--- src/rtl/apb_master_ctrl_if.sv ---
// Request/response and APB signal bundle shared by apb_master_ctrl and its environment.
// The master modport is the controller's view. The slave modport is the view of
// the request source and APB stage that surround it.
interface apb_master_ctrl_if;
  logic        req_valid;
  logic        req_ready;
  logic        req_write;
  logic [31:0] req_addr;
  logic [31:0] req_wdata;
  logic        rsp_valid;
  logic        rsp_err;
  logic [31:0] rsp_rdata;
  logic        pwrite;
  logic        penable;
  logic [2:0]  psel;
  logic [31:0] paddr;
  logic [31:0] pwdata;
  logic [31:0] prdata;
  logic        pready;
  logic        pslverr;

  modport master (
    input  req_valid, req_write, req_addr, req_wdata, prdata, pready, pslverr,
    output req_ready, rsp_valid, rsp_err, rsp_rdata, pwrite, penable, psel, paddr, pwdata
  );

  modport slave (
    output req_valid, req_write, req_addr, req_wdata, prdata, pready, pslverr,
    input  req_ready, rsp_valid, rsp_err, rsp_rdata, pwrite, penable, psel, paddr, pwdata
  );
endinterface

--- src/rtl/apb_master_ctrl.sv ---
// apb_master_ctrl: turns single-beat requests into APB SETUP/ACCESS transfers.
// It decodes the request address to one of three peripheral selects.
// Optional feature macro: APB_TIMEOUT_EN. When it is defined, the controller
// aborts an ACCESS phase after TIMEOUT consecutive wait cycles.
//
// state  | meaning
// IDLE   | ready for a request; rsp_valid pulses here after a transfer
// SETUP  | psel driven, penable low
// ACCESS | penable high, waiting for pready
// DERR   | address missed every peripheral; error response follows
module apb_master_ctrl #(
  parameter int unsigned TIMEOUT = 16
) (
  input logic               hclk_i,
  input logic               hreset_i,
  apb_master_ctrl_if.master bus_if
);

  typedef enum logic [1:0] {IDLE, SETUP, ACCESS, DERR} state_e;

  state_e      state_q;
  logic        rsp_valid_q;
  logic        rsp_err_q;
  logic [31:0] rsp_rdata_q;
  logic        pwrite_q;
  logic        penable_q;
  logic [2:0]  psel_q;
  logic [31:0] paddr_q;
  logic [31:0] pwdata_q;
  logic [2:0]  sel_dec;

`ifdef APB_TIMEOUT_EN
  localparam logic [7:0] TimeoutC = 8'(TIMEOUT);
  logic [7:0] wait_cnt_q;
`else
  // Keeps the parameter referenced when the timeout is compiled out.
  logic unused_timeout;
  assign unused_timeout = ^8'(TIMEOUT);
`endif

  // Each peripheral owns a 64 MiB window starting at 0x8000_0000.
  always_comb begin
    sel_dec = 3'b000;
    case (bus_if.req_addr[31:26])
      6'h20:   sel_dec = 3'b001;
      6'h21:   sel_dec = 3'b010;
      6'h22:   sel_dec = 3'b100;
      default: sel_dec = 3'b000;
    endcase
  end

  // Transfer sequencer with registered APB and response outputs.
  always_ff @(posedge hclk_i) begin
    if (hreset_i) begin
      state_q     <= IDLE;
      rsp_valid_q <= 1'b0;
      rsp_err_q   <= 1'b0;
      rsp_rdata_q <= '0;
      pwrite_q    <= 1'b0;
      penable_q   <= 1'b0;
      psel_q      <= '0;
      paddr_q     <= '0;
      pwdata_q    <= '0;
`ifdef APB_TIMEOUT_EN
      wait_cnt_q  <= '0;
`endif
    end else begin
      rsp_valid_q <= 1'b0;
      case (state_q)
        IDLE: begin
          if (bus_if.req_valid) begin
            if (sel_dec != 3'b000) begin
              state_q   <= SETUP;
              psel_q    <= sel_dec;
              penable_q <= 1'b0;
              pwrite_q  <= bus_if.req_write;
              paddr_q   <= bus_if.req_addr;
              pwdata_q  <= bus_if.req_write ? bus_if.req_wdata : 32'h0;
            end else begin
              state_q <= DERR;
            end
          end
        end
        SETUP: begin
          state_q   <= ACCESS;
          penable_q <= 1'b1;
`ifdef APB_TIMEOUT_EN
          wait_cnt_q <= '0;
`endif
        end
        ACCESS: begin
          // pready takes priority over a timeout that would fire in the same cycle.
          if (bus_if.pready) begin
            state_q     <= IDLE;
            psel_q      <= '0;
            penable_q   <= 1'b0;
            pwrite_q    <= 1'b0;
            rsp_valid_q <= 1'b1;
            rsp_err_q   <= bus_if.pslverr;
            rsp_rdata_q <= pwrite_q ? 32'h0 : bus_if.prdata;
          end
`ifdef APB_TIMEOUT_EN
          else if (wait_cnt_q == TimeoutC - 8'd1) begin
            state_q     <= IDLE;
            psel_q      <= '0;
            penable_q   <= 1'b0;
            pwrite_q    <= 1'b0;
            rsp_valid_q <= 1'b1;
            rsp_err_q   <= 1'b1;
            rsp_rdata_q <= '0;
          end else begin
            wait_cnt_q <= wait_cnt_q + 8'd1;
          end
`endif
        end
        DERR: begin
          state_q     <= IDLE;
          rsp_valid_q <= 1'b1;
          rsp_err_q   <= 1'b1;
          rsp_rdata_q <= '0;
        end
        default: state_q <= IDLE;
      endcase
    end
  end

  assign bus_if.req_ready = (state_q == IDLE);
  assign bus_if.rsp_valid = rsp_valid_q;
  assign bus_if.rsp_err   = rsp_err_q;
  assign bus_if.rsp_rdata = rsp_rdata_q;
  assign bus_if.pwrite    = pwrite_q;
  assign bus_if.penable   = penable_q;
  assign bus_if.psel      = psel_q;
  assign bus_if.paddr     = paddr_q;
  assign bus_if.pwdata    = pwdata_q;

endmodule

--- src/flat_wrapper.sv ---
// flat-port wrapper written by rule: the top's interface ports become plain ports
module apb_master_ctrl_flat 
#(
  parameter int unsigned TIMEOUT = 16
)
  (hclk_i, hreset_i, bus_if_req_valid, bus_if_req_write, bus_if_req_addr, bus_if_req_wdata, bus_if_prdata, bus_if_pready, bus_if_pslverr, bus_if_req_ready, bus_if_rsp_valid, bus_if_rsp_err, bus_if_rsp_rdata, bus_if_pwrite, bus_if_penable, bus_if_psel, bus_if_paddr, bus_if_pwdata);
  apb_master_ctrl_if bus_if_i ();
  input logic hclk_i;
  input logic hreset_i;
  input wire logic [$bits(bus_if_i.req_valid)-1:0] bus_if_req_valid;
  input wire logic [$bits(bus_if_i.req_write)-1:0] bus_if_req_write;
  input wire logic [$bits(bus_if_i.req_addr)-1:0] bus_if_req_addr;
  input wire logic [$bits(bus_if_i.req_wdata)-1:0] bus_if_req_wdata;
  input wire logic [$bits(bus_if_i.prdata)-1:0] bus_if_prdata;
  input wire logic [$bits(bus_if_i.pready)-1:0] bus_if_pready;
  input wire logic [$bits(bus_if_i.pslverr)-1:0] bus_if_pslverr;
  output wire logic [$bits(bus_if_i.req_ready)-1:0] bus_if_req_ready;
  output wire logic [$bits(bus_if_i.rsp_valid)-1:0] bus_if_rsp_valid;
  output wire logic [$bits(bus_if_i.rsp_err)-1:0] bus_if_rsp_err;
  output wire logic [$bits(bus_if_i.rsp_rdata)-1:0] bus_if_rsp_rdata;
  output wire logic [$bits(bus_if_i.pwrite)-1:0] bus_if_pwrite;
  output wire logic [$bits(bus_if_i.penable)-1:0] bus_if_penable;
  output wire logic [$bits(bus_if_i.psel)-1:0] bus_if_psel;
  output wire logic [$bits(bus_if_i.paddr)-1:0] bus_if_paddr;
  output wire logic [$bits(bus_if_i.pwdata)-1:0] bus_if_pwdata;
  assign bus_if_i.req_valid = bus_if_req_valid;
  assign bus_if_i.req_write = bus_if_req_write;
  assign bus_if_i.req_addr = bus_if_req_addr;
  assign bus_if_i.req_wdata = bus_if_req_wdata;
  assign bus_if_i.prdata = bus_if_prdata;
  assign bus_if_i.pready = bus_if_pready;
  assign bus_if_i.pslverr = bus_if_pslverr;
  assign bus_if_req_ready = bus_if_i.req_ready;
  assign bus_if_rsp_valid = bus_if_i.rsp_valid;
  assign bus_if_rsp_err = bus_if_i.rsp_err;
  assign bus_if_rsp_rdata = bus_if_i.rsp_rdata;
  assign bus_if_pwrite = bus_if_i.pwrite;
  assign bus_if_penable = bus_if_i.penable;
  assign bus_if_psel = bus_if_i.psel;
  assign bus_if_paddr = bus_if_i.paddr;
  assign bus_if_pwdata = bus_if_i.pwdata;
  apb_master_ctrl #(.TIMEOUT(TIMEOUT)) u_core (.hclk_i(hclk_i), .hreset_i(hreset_i), .bus_if(bus_if_i));
endmodule
--- config.mk ---
export PLATFORM = sky130hd
export DESIGN_NAME = apb_master_ctrl_flat
export DESIGN_NICKNAME = d
export VERILOG_FILES = /design/src/rtl/apb_master_ctrl_if.sv /design/src/rtl/apb_master_ctrl.sv /design/src/flat_wrapper.sv
export SDC_FILE = /design/constraint.sdc
export NUM_CORES = 1
export LEC_CHECK = 0
export ABC_AREA = 1
export BUFFER_PORTS_ARGS = -buffer_cell sky130_fd_sc_hd__buf_2
export CORE_ASPECT_RATIO = 1.4
export CORE_MARGIN = 2
export CORE_UTILIZATION = 45
export DETAILED_ROUTE_END_ITERATION = 10
export GPL_ROUTABILITY_DRIVEN = 0
export PLACE_DENSITY = 0.89
export SLEW_MARGIN = 25
export SYNTH_ARGS = -nofsm -noshare
export SYNTH_HDL_FRONTEND = slang
export SYNTH_SLANG_ARGS = --single-unit
--- constraint.sdc ---
create_clock -name hclk_i -period 2.9 [get_ports hclk_i]
set_input_delay 0.145 -clock hclk_i [delete_from_list [all_inputs] [get_ports hclk_i]]
set_output_delay 0.145 -clock hclk_i [all_outputs]
set_load 0.03 [all_outputs]
==> results.json <==
{
  "outcome": "finished clean",
  "crit_family": "simple AND/OR/NAND/NOR gates",
  "coreArea_um2": 8926,
  "fmax_mhz": 534.6,
  "htreeDepth": 3,
  "num_rows": 41,
  "irDropWorstVdd_mv": 0.5282,
  "netlist_top_cells_area": "dfxtp_1 52%, nor2_1 9.9%, nand2_1 8.7%, o21ai_0 6.1%, a21oi_1 5.9%",
  "grt_use_total_pct": 20.04,
  "io_pins": 206,
  "antenna_found_initial": 0,
  "drive_above_1_share_pct": 34.03,
  "synth_compound_area_share_pct": 14.89,
  "post-dp-hpwl_um": 7317,
  "ctsHoldBuffers": 0,
  "layout_commonest_cell": "buf_2",
  "vias_per_cell": 5.000,
  "hp-start": "bus_if_req_addr[17]",
  "min_period_ns": 1.870,
  "fillCellCount": 812,
  "r2r_start": "u_core.state_q[0]",
  "n_antenna_cell": 0,
  "synth_top_cell_by_area": "dfxtp_1",
  "syn_nets": 630,
  "port_buffers": 205,
  "slowest_delay_ns": 0.51,
  "utilization_pct": 59.95,
  "synth_top_family_by_area": "simple AND/OR/NAND/NOR gates",
  "worstPathMaxFanout": 44,
  "critPathRequiredTime_ns": 3.14,
  "grt_max_degree": 49,
  "regToRegEndpoint": "u_core.bus_if.pwdata[17]",
  "setup_viol": 0,
  "crit_slowest_cell": "nand3b_4",
  "synthCells": 524,
  "cts_resized": 0,
  "synth-edff-count": 0,
  "dr.pass1.iters": 4,
  "synth_flop_cell": "dfxtp_1",
  "remaining_drc_errors": 0,
  "wire_per_inst_um": 12.49,
  "synthXorXnorAreaFrac_pct": 0,
  "postCtsSetupBuffers": 0,
  "maxCapViolations": 0,
  "die_area_um2": 9844,
  "root_buffer": "clkbuf_16",
  "whs_path_depth": 3,
  "ys_types": 21,
  "fin_skew_ns": 0.006903,
  "grt_pass1_wl_um": 15980,
  "final_cell_mix": "205 x buf_2, 106 x nor2_1, 105 x dfxtp_1",
  "synth-adder-area-share_pct": 1.228,
  "multiInputGateArea_um2": 1702,
  "initial_core_util_pct": 45.65,
  "grt_pass1_vias": 3596,
  "rsz0062_at_grt": "no",
  "synth.avg_cell_area_um2": 7.777,
  "drv_slew": 0,
  "cp_cell_sequence": "inv_1 > ha_1 > nand2_2 > nand3b_4 > a21oi_1 > nor2_1",
  "drt-initial-drc-count": 161,
  "cts_buffer_depth": 2,
  "cts_tree": "yes",
  "hold_viol": 0,
  "netlist_area_um2": 4075,
  "clkTransAtPathRegs_ns": 0.07,
  "max-slew-margin-rel_pct": 54.89,
  "fin_tns_setup_ns": 0,
  "ys_warn_count": 0,
  "seq_area_frac_synth_pct": 51.58,
  "whs_endpoint": "u_core.bus_if.paddr[17]",
  "seq_area_um2": 2102,
  "vias": 4105,
  "synth_mux_area_share_pct": 0,
  "reg2reg_depth": 6,
  "cts_buffers": 9,
  "die_h_um": 116.6,
  "grt_overflow": 0,
  "p_per_area_nw_per_um2": 784.0,
  "final_nets": 815,
  "critPathLaunchType": "flip-flop",
  "worstSetupPathType": "reg2reg",
  "async_flop_share_pct": 0,
  "synth-simple-area-share_pct": 25.58,
  "areaGrowthSynthToFinish_pct": 31.32,
  "ys_seq_elements": 105,
  "die_width_um": 84.43,
  "p_leak_uw": 0.002702,
  "arrival_ns": 2.11,
  "wl_um": 10250,
  "yosys.area.top_type_share_pct": 51.58,
  "r2r_slack_ns": 1.03,
  "finalCritPeriodShare_pct": 64.50,
  "clk_latency_ns": 0.34,
  "cts.sinks": 105,
  "critPathCaptureType": "flip-flop",
  "tightest_slew_ns": 0.6767,
  "ant_nets": 0,
  "worstHoldPathType": "in2reg",
  "path_buf_inv": 1
}
==> power breakdown <==
group | switching [uW] | internal (uW)
clock | 529 | 612
combinational | 948 | 406
sequential | 83.6 | 1620
==> state kept, by name, summed over array words and instances (netlist names) <==
| signal | count |
|---|---|
| u_core.bus_if.rsp_err | 1 |
| u_core.bus_if.paddr | 32 |
| u_core.bus_if.pwrite | 1 |
| u_core.bus_if.pwdata | 32 |
| u_core.bus_if.rsp_rdata | 32 |
| u_core.bus_if.psel | 3 |
| u_core.state_q | 2 |
| u_core.bus_if.rsp_valid | 1 |
| u_core.bus_if.penable | 1 |
==> cell usage after synthesis, types with 3 or more instances <==
cell type	number
nor2_2	3
a21oi_2	6
nand2_1	94
ha_1	4
buf_6	9
nand3_1	37
buf_2	12
inv_1	14
dfxtp_1	105
o21ai_1	11
a21oi_1	48
nand2_2	3
nor2_1	107
o21ai_0	50
clkbuf_1	15
==> tightest hold or removal path, cell delays in order <==
cell	delay (ns)
buf_2	0.08
nor2_1	0.03
nor2_1	0.08
==> layer usage <==
metal	routed length [um]	track usage [%]	vias up	part of all wire (%)
li1	-	-	2061	-
met1	4137	22.88	1849	40
met2	5122	35.71	179	50
met3	811	5.088	16	7.9
met4	181	8.466	0	1.8
met5	0	0	-	0
==> per-stage QoR <==
stage	cell area, um^2	hold WS, ns	total power [uW]	cells	setup slack, ns
final	5351	0.02222	4196	821	1.030
after detailed placement	5070	0.3733	3091	805	1.017
after CTS	5351	0.009533	4239	821	1.020
after global placement	5070	0.3663	3074	805	1.076
after floorplan	4075	0.2799	2727	524	1.237
after global routing	5351	0.01996	4449	821	0.8174
==> area by class of cell <==
type                            count  share of cell area (%)
Sequential cell                   105                   39.28
Tap cell                          107                   2.502
Clock buffer                       11                   4.536
Clock inverter                      5                  0.7248
Multi-Input combinational cell    368                   31.80
Timing Repair Buffer              210                   20.11
Inverter                           15                   1.052
==> logic make-up after synthesis <==
logic type / Yosys count
simple gates: 248
fa+ha+maj: 4
compound gates: 116
flops: 105
buf+inv: 51
==> worst max-delay path by stage <==
| stage | cells past startpoint | to | startpoint |
|---|---|---|---|
| floorplan | 7 | u_core.bus_if.pwdata[17] | u_core.state_q[0] |
| global placement | 8 | u_core.bus_if.pwdata[11] | u_core.state_q[0] |
| global route | 8 | u_core.bus_if.pwdata[11] | u_core.state_q[0] |
| detailed placement | 8 | u_core.bus_if.pwdata[14] | u_core.state_q[0] |
| finish | 6 | u_core.bus_if.pwdata[17] | u_core.state_q[0] |
| CTS | 8 | u_core.bus_if.pwdata[14] | u_core.state_q[0] |
No activity file was read; power rests on OpenSTA's default activity.
